**config.mk**
```make
export PLATFORM = sky130hd
export DESIGN_NAME = funct_generator_mc
export DESIGN_NICKNAME = d
export VERILOG_FILES = /design/src/rtl/fifo_defines_pkg.sv /design/src/rtl/funct_gen_wave_rom.sv /design/src/rtl/funct_generator_mc.sv
export SDC_FILE = /design/constraint.sdc
export NUM_CORES = 1
export LEC_CHECK = 0
export CORE_MARGIN = 2
export CORE_UTILIZATION = 45
export DETAILED_ROUTE_END_ITERATION = 7
export PLACE_DENSITY_LB_ADDON = 0.2
export SLEW_MARGIN = 25
export SYNTH_ARGS = -nofsm -noshare
export SYNTH_HDL_FRONTEND = slang
export SYNTH_SLANG_ARGS = --single-unit
export TNS_END_PERCENT = 50
```
**constraint.sdc**
```tcl
create_clock -name clk -period 20.4 [get_ports clk]
set_clock_uncertainty 0.1 [all_clocks]
set_input_delay 3.06 -clock clk [delete_from_list [all_inputs] [get_ports clk]]
set_output_delay 3.06 -clock clk [all_outputs]
set_load 0.02 [all_outputs]
```
**src/rtl/fifo_defines_pkg.sv**
```systemverilog
// rtl/fifo_defines_pkg.sv - shared types and default sizes for the function generators
package fifo_defines_pkg;

  typedef enum logic [1:0] {IDLE, CONFI, GEN} state_t;
  typedef enum logic [1:0] {SINE, COSINE, TRIANGLE, SQUARE} wave_sel_t;

  localparam int DEF_DATA_WIDTH  = 16;
  localparam int DEF_AMP_WIDTH   = 8;
  localparam int DEF_LUT_ADDR    = 8;
  localparam int DEF_PHASE_WIDTH = 16;
  localparam int DEF_NUM_CH      = 2;

endpackage

```
**src/rtl/funct_gen_wave_rom.sv**
```systemverilog
// rtl/funct_gen_wave_rom.sv - synchronous dual-read sine ROM
// Contents are computed at elaboration; the real arithmetic never reaches hardware.
module funct_gen_wave_rom #(
  parameter int LUT_ADDR   = 8,
  parameter int DATA_WIDTH = 16
) (
  input  logic                         clk,
  input  logic                         i_en,
  input  logic [LUT_ADDR-1:0]          i_addr_a,
  input  logic [LUT_ADDR-1:0]          i_addr_b,
  output logic signed [DATA_WIDTH-1:0] o_data_a,
  output logic signed [DATA_WIDTH-1:0] o_data_b
);

  localparam int DEPTH = 2**LUT_ADDR;

  function automatic logic [DATA_WIDTH-1:0] sine_q(input int k);
    real pi, x, term, sum, scaled;
    int  r;
    pi = 3.14159265358979323846;
    x  = 2.0 * pi * real'(k) / real'(DEPTH);
    if (x > pi) x = x - 2.0 * pi;
    // Fold into [-pi/2, pi/2] so the Taylor series converges quickly
    if (x > pi / 2.0) x = pi - x;
    else if (x < -pi / 2.0) x = -pi - x;
    term = x;
    sum  = x;
    for (int n = 1; n < 12; n++) begin
      term = -term * x * x / real'((2 * n) * (2 * n + 1));
      sum  = sum + term;
    end
    scaled = sum * real'(2**(DATA_WIDTH-1) - 1);
    r = (scaled >= 0.0) ? $rtoi(scaled + 0.5) : -$rtoi(0.5 - scaled);
    return DATA_WIDTH'(r);
  endfunction

  logic [DATA_WIDTH-1:0] w_rom [DEPTH];

  for (genvar k = 0; k < DEPTH; k++) begin : g_rom
    localparam logic [DATA_WIDTH-1:0] VAL = sine_q(k);
    assign w_rom[k] = VAL;
  end

  always_ff @(posedge clk) begin
    if (i_en) begin
      o_data_a <= $signed(w_rom[i_addr_a]);
      o_data_b <= $signed(w_rom[i_addr_b]);
    end
  end

endmodule

```
**src/rtl/funct_generator_mc.sv**
```systemverilog
// rtl/funct_generator_mc.sv - multi-channel LUT function generator feeding a FIFO write port
// Channels are issued round-robin into a 2-stage pipeline (ROM/select, then scale/saturate).
module funct_generator_mc
  import fifo_defines_pkg::*;
#(
  parameter int DATA_WIDTH  = DEF_DATA_WIDTH,
  parameter int AMP_WIDTH   = DEF_AMP_WIDTH,
  parameter int LUT_ADDR    = DEF_LUT_ADDR,
  parameter int PHASE_WIDTH = DEF_PHASE_WIDTH,
  parameter int NUM_CH      = DEF_NUM_CH
) (
  input  logic                                          clk,
  input  logic                                          rst,
  input  logic                                          en_low_i,
  input  logic                                          enh_conf_i,
  input  logic                                          cfg_we_i,
  input  logic [((NUM_CH > 1) ? $clog2(NUM_CH) : 1)-1:0] cfg_ch_i,
  input  logic [1:0]                                    cfg_sel_i,
  input  logic [AMP_WIDTH-1:0]                          cfg_amp_i,
  input  logic [PHASE_WIDTH-1:0]                        cfg_step_i,
  input  logic                                          cfg_en_i,
  input  logic                                          full_i,
  output logic                                          wr_en_o,
  output logic [DATA_WIDTH-1:0]                         data_o,
  output logic [((NUM_CH > 1) ? $clog2(NUM_CH) : 1)-1:0] ch_o
);

  localparam int CH_W = (NUM_CH > 1) ? $clog2(NUM_CH) : 1;
  localparam int PW   = DATA_WIDTH + AMP_WIDTH;
  localparam logic signed [DATA_WIDTH-1:0] FULL   = DATA_WIDTH'(2**(DATA_WIDTH-1) - 1);
  localparam logic [DATA_WIDTH-1:0]        HALF   = DATA_WIDTH'(2**(DATA_WIDTH-1));
  localparam logic signed [PW-1:0]         SAT_HI = PW'(2**(DATA_WIDTH-1) - 1);
  localparam logic signed [PW-1:0]         SAT_LO = PW'(-(2**(DATA_WIDTH-1)));

  state_t                       r_state;
  logic [PHASE_WIDTH-1:0]       r_phase [NUM_CH];
  logic [PHASE_WIDTH-1:0]       r_step  [NUM_CH];
  logic signed [AMP_WIDTH-1:0]  r_amp   [NUM_CH];
  wave_sel_t                    r_sel   [NUM_CH];
  logic                         r_en    [NUM_CH];
  logic [CH_W-1:0]              r_ch_ptr;

  logic                         r_s1_valid;
  logic [CH_W-1:0]              r_s1_ch;
  wave_sel_t                    r_s1_sel;
  logic signed [AMP_WIDTH-1:0]  r_s1_amp;
  logic [DATA_WIDTH-1:0]        r_s1_u;
  logic                         r_s2_valid;
  logic [CH_W-1:0]              r_s2_ch;
  logic [DATA_WIDTH-1:0]        r_s2_data;

  logic                         w_run, w_adv;
  logic [PHASE_WIDTH-1:0]       w_p;
  logic [LUT_ADDR-1:0]          w_sin_addr, w_cos_addr;
  logic signed [DATA_WIDTH-1:0] w_rom_sin, w_rom_cos, w_wave;
  logic [DATA_WIDTH-2:0]        w_tri_t;
  logic signed [PW-1:0]         w_prod, w_res;
  logic [DATA_WIDTH-1:0]        w_sat;

  // Exit conditions gate the pipeline on the very edge the FSM leaves GEN
  assign w_run      = (r_state == GEN) && !enh_conf_i && !en_low_i;
  assign w_adv      = w_run && !full_i;
  assign w_p        = r_phase[r_ch_ptr];
  assign w_sin_addr = w_p[PHASE_WIDTH-1 -: LUT_ADDR];
  assign w_cos_addr = w_sin_addr + LUT_ADDR'(2**(LUT_ADDR-2));

  funct_gen_wave_rom #(
    .LUT_ADDR   (LUT_ADDR),
    .DATA_WIDTH (DATA_WIDTH)
  ) u_rom (
    .clk      (clk),
    .i_en     (w_adv),
    .i_addr_a (w_sin_addr),
    .i_addr_b (w_cos_addr),
    .o_data_a (w_rom_sin),
    .o_data_b (w_rom_cos)
  );

  always_comb begin
    w_tri_t = r_s1_u[DATA_WIDTH-1] ? ~r_s1_u[DATA_WIDTH-2:0] : r_s1_u[DATA_WIDTH-2:0];
    w_wave  = w_rom_sin;
    case (r_s1_sel)
      SINE:     w_wave = w_rom_sin;
      COSINE:   w_wave = w_rom_cos;
      TRIANGLE: w_wave = $signed({w_tri_t, 1'b0} - HALF);
      default:  w_wave = r_s1_u[DATA_WIDTH-1] ? -FULL : FULL;
    endcase
    w_prod = PW'(w_wave) * PW'(r_s1_amp);
    w_res  = w_prod >>> (AMP_WIDTH - 1);
    w_sat  = w_res[DATA_WIDTH-1:0];
    if (w_res > SAT_HI)      w_sat = DATA_WIDTH'(SAT_HI);
    else if (w_res < SAT_LO) w_sat = DATA_WIDTH'(SAT_LO);
  end

  always_ff @(posedge clk) begin
    if (rst) begin
      r_state    <= IDLE;
      r_ch_ptr   <= '0;
      r_s1_valid <= 1'b0;
      r_s1_ch    <= '0;
      r_s1_sel   <= SINE;
      r_s1_amp   <= '0;
      r_s1_u     <= '0;
      r_s2_valid <= 1'b0;
      r_s2_ch    <= '0;
      r_s2_data  <= '0;
      for (int i = 0; i < NUM_CH; i++) begin
        r_phase[i] <= '0;
        r_step[i]  <= '0;
        r_amp[i]   <= '0;
        r_sel[i]   <= SINE;
        r_en[i]    <= 1'b0;
      end
    end else begin
      case (r_state)
        IDLE:    if (enh_conf_i) r_state <= CONFI;
                 else if (!en_low_i) r_state <= GEN;
        CONFI:   if (!enh_conf_i) r_state <= IDLE;
        GEN:     if (enh_conf_i || en_low_i) r_state <= IDLE;
        default: r_state <= IDLE;
      endcase

      if (r_state == CONFI && cfg_we_i && int'(cfg_ch_i) < NUM_CH) begin
        r_sel[cfg_ch_i]  <= wave_sel_t'(cfg_sel_i);
        r_amp[cfg_ch_i]  <= $signed(cfg_amp_i);
        r_step[cfg_ch_i] <= cfg_step_i;
        r_en[cfg_ch_i]   <= cfg_en_i;
      end

      if (!w_run) begin
        for (int i = 0; i < NUM_CH; i++) r_phase[i] <= '0;
        r_ch_ptr   <= '0;
        r_s1_valid <= 1'b0;
        r_s2_valid <= 1'b0;
      end else if (!full_i) begin
        r_phase[r_ch_ptr] <= w_p + r_step[r_ch_ptr];
        r_ch_ptr   <= (r_ch_ptr == CH_W'(NUM_CH - 1)) ? '0 : r_ch_ptr + 1'b1;
        r_s1_valid <= r_en[r_ch_ptr];
        r_s1_ch    <= r_ch_ptr;
        r_s1_sel   <= r_sel[r_ch_ptr];
        r_s1_amp   <= r_amp[r_ch_ptr];
        r_s1_u     <= w_p[PHASE_WIDTH-1 -: DATA_WIDTH];
        r_s2_valid <= r_s1_valid;
        r_s2_ch    <= r_s1_ch;
        r_s2_data  <= w_sat;
      end
    end
  end

  assign wr_en_o = r_s2_valid & !full_i;
  assign data_o  = r_s2_data;
  assign ch_o    = r_s2_ch;

endmodule

```
==> flow_summary.yaml <==
synth:
  yosysUniqueCellTypes: 73
  netlist_instances: 1982
  yosys_register_bits: 168
  synth_seq_area_share: 0.274
  yosysTopAreaCell: "sky130_fd_sc_hd__edfxtp_1"
  number_of_enable_flip_flop_cells_after_synthesis: 118
  synth_area_per_cell_um2: 8.38
  postSynthNetCount: 2192
  async_flop_share: 0
  synthesis.area_mm2: 0.0166
  synth_ff_type: "sky130_fd_sc_hd__edfxtp_1"
  synth_warn: 0
  synthDominantCellAreaShare: 0.213
  synthTopCellsByArea: "sky130_fd_sc_hd__edfxtp_1 21%, sky130_fd_sc_hd__fa_1 12%, sky130_fd_sc_hd__dfxtp_1 6.0%, sky130_fd_sc_hd__and2_1 5.8%, sky130_fd_sc_hd__ha_1 5.6%"
global_route:
  global_route.overflow_total: 0
  number_of_global_route_vias_before_repair: 14140
  grt_antenna_before_repair: 0
  grt_util_all_layers: 0.264
  largest_net_degree_at_the_start_of_global_routing: 82
  first_pass_grt_wire_length_um: 79600
power:
  worst_supply_voltage_drop_on_vdd_mv: 0.0578
  report.power.total_uw: 748
  leakage_nw: 7.21
  cellPowerDensity_mw_per_mm2: 41.6
route:
  detail_route.iter0.violations: 1554
  drcViolationCount: 0
  avgRoutedWirePerCell_um: 20.9
  vias_per_cell: 6.10
  drt_pass_1_iters: 7
  met2RoutedLength_um: 23000
  antenna_violating_nets_post_route: 0
  wirelength_met1_um: 21700
  top_signal_layer_used: "met4"
  routed-via-count: 14761
  met3_length_um: 4110
  routed_wl_um: 50600
critical_path:
  setup.reg_to_reg.worst_slack_ns: 13.40
  critical_path.most_common_cell: "sky130_fd_sc_hd__clkdlybuf4s50_1"
  critical_path.top_delay_family: "buffers and inverters"
  critical_path_arrival_ns: 4.42
  criticalPathCategory: "input port to output port"
  cp_data_required_time_ns: 17.24
  ordered_list_of_cells_on_the_worst_path: "clkdlybuf4s50_1 -> nor2b_1 -> clkdlybuf4s50_1"
  worstPathMaxFanout: 10
  cpPeakStageDelay_ns: 0.61
  timing.critical_path.from_type: "input port"
  critical_path.slowest_cell: "sky130_fd_sc_hd__clkdlybuf4s50_1"
  end_kind: "output port"
  timing.critical_path.buf_inv: 2
status:
  outcome: "complete, no violations"
sta:
  fin_hold_ws_ns: 0.345
  final-hold-violation-count: 0
  worst_slew_pin_slew_ns: 1.10
  timing.final.setup_violations: 0
  post-route-worst-setup-slack_ns: 12.82
  slew_headroom: 0.257
  setup_tns_ns: 0
  period_needed_ns: 7.58
  final.period_utilization: 0.372
  maxClockFrequency_ghz: 0.132
  slew_limit_fails: 0
  grt_setup_unrepaired: "no"
clock_network:
  cts_tree: "yes"
  count_of_hold_buffers_inserted_by_post_cts_repair: 0
  clock-root-buffer: "sky130_fd_sc_hd__clkbuf_16"
  post_cts_buffers: 0
  worst_setup_hold_path_clk_slew_ns: 0.07
  number_of_buffers_created_by_cts: 17
  post_cts.resized_instances: 0
  clk_latency_ns: 0.45
  cts_max_level: 4
  deepest_clock_path_buffer_count: 2
  clock_sink_count: 168
die:
  number_of_top_level_pins: 52
  start_util: 0.456
  design.core.area_mm2: 0.0364
  floorplan.die_area_mm2: 0.0384
  number_of_rows_in_the_core_area: 70
  die_h_um: 196
  die-width_um: 196
final_layout:
  nFillCells: 3553
  most_common_cell_after_layout_fill_and_taps_aside: "sky130_fd_sc_hd__nor2_1"
  num_antenna_cells: 0
  post_route_cells_drive_above_1_share: 0.0630
  syn_to_final_growth_pct: 8.30
  cell_area_after_layout_mm2: 0.0180
  layout_common_cells: "204 x sky130_fd_sc_hd__nor2_1, 154 x sky130_fd_sc_hd__and2_1, 152 x sky130_fd_sc_hd__inv_1, 152 x sky130_fd_sc_hd__nand2_1, 152 x sky130_fd_sc_hd__a21oi_1"
  final_net_count: 2149
place:
  place_ws_ns: 12.81
  detailed_place_hpwl_um: 35700
  rd_place_congestion: 1.05
  port_buffers: 51
  cell_area_reported_after_detailed_placement_mm2: 0.0174
run:
  max_cap_violations: 0
hold_path:
  hold_path.class: "register to register"
[sequential cells by signal (all words and copies together) (netlist names), named ones only]
register and cells:
r_phase 32, r_step 32, data_o 16, r_amp 16, r_s1_u 16, u_rom.o_data_a 16
u_rom.o_data_b 16, r_s1_amp 8, r_sel 4, r_en 2, r_s1_sel 2, r_state 2
ch_o 1, r_ch_ptr 1, r_s1_ch 1, r_s1_valid 1, r_s2_valid 1
[where the power goes]
part	switching (mW)	internal (mW)	total, mW	leakage (nW)
clock network	0.161	0.167	0.329	0.292
logic	0.0298	0.0191	0.0490	5.27
registers	0.00250	0.368	0.370	1.65
total	0.194	0.554	0.748	7.21
[cell families (layout without fill, tap and decap cells)]
family | after synthesis | after routing | share of synthesized area
buf+inv | 305 | 275 | 0.0728
simple gates | 657 | 657 | 0.190
mux | 62 | 62 | 0.0426
xor+xnor | 50 | 50 | 0.0264
fa+ha+maj | 176 | 176 | 0.179
compound gates | 564 | 564 | 0.215
flops | 168 | 168 | 0.274
[tightest hold or removal path: cells and delay by family, from the launching register on]
| family | cells | cell delay, ns |
|---|---|---|
| AOI/OAI and AO/OA | 1 | 0.05 |
| DFF | 1 | 0.31 |
| and+or+nand+nor | 1 | 0.05 |
[synthesized netlist by cell type, drive strengths merged, types with 10 or more instances]
master  count
a211oi     57
a21o       14
a21oi     153
a221oi     11
a311oi     15
a31oi      20
and2      154
buf        53
clkbuf     95
dfxtp      50
edfxtp    118
fa        102
ha         74
inv       156
mux2       26
mux2i      36
nand2     152
nand2b     11
nand3      33
nor2      207
nor2b      21
nor3       40
o211ai     29
o21ai     154
o221ai     10
o22ai      18
o31ai      16
or3        13
xnor2      19
xor2       31
[final cells by class]
type | count | area [um2] | area share
Clock buffer | 18 | 439 | 0.0244
Clock inverter | 14 | 151 | 0.00842
Inverter | 157 | 589 | 0.0328
Multi-Input combinational cell | 1509 | 10900 | 0.606
Sequential cell | 168 | 4550 | 0.253
Tap cell | 468 | 586 | 0.0326
Timing Repair Buffer | 86 | 773 | 0.0430
[metrics by stage]
step	instances	utilization
after global placement	2388	0.477
after floorplan	1982	-
after CTS	2420	0.493
final	2420	0.493
after detailed placement	2388	0.477
after global routing	2420	0.493
[metal layers]
layer	vias up	GRT usage
li1	6880	-
met1	7060	0.358
met2	704	0.420
met3	117	0.0481
met4	0	0.100
met5	-	0
[final timing paths]
check	startpoint	to	cells after the start
worst max-delay path	full_i	wr_en_o	3
worst min register to register	data_o[0]$_SDFFE_PP0P_	data_o[0]$_SDFFE_PP0P_	2
worst max register to register	r_s1_u[15]$_SDFFE_PP0P_	data_o[10]$_SDFFE_PP0P_	19
worst min-delay path	data_o[0]$_SDFFE_PP0P_	data_o[0]$_SDFFE_PP0P_	2
Note: power is estimated with default switching activity, not from simulation.
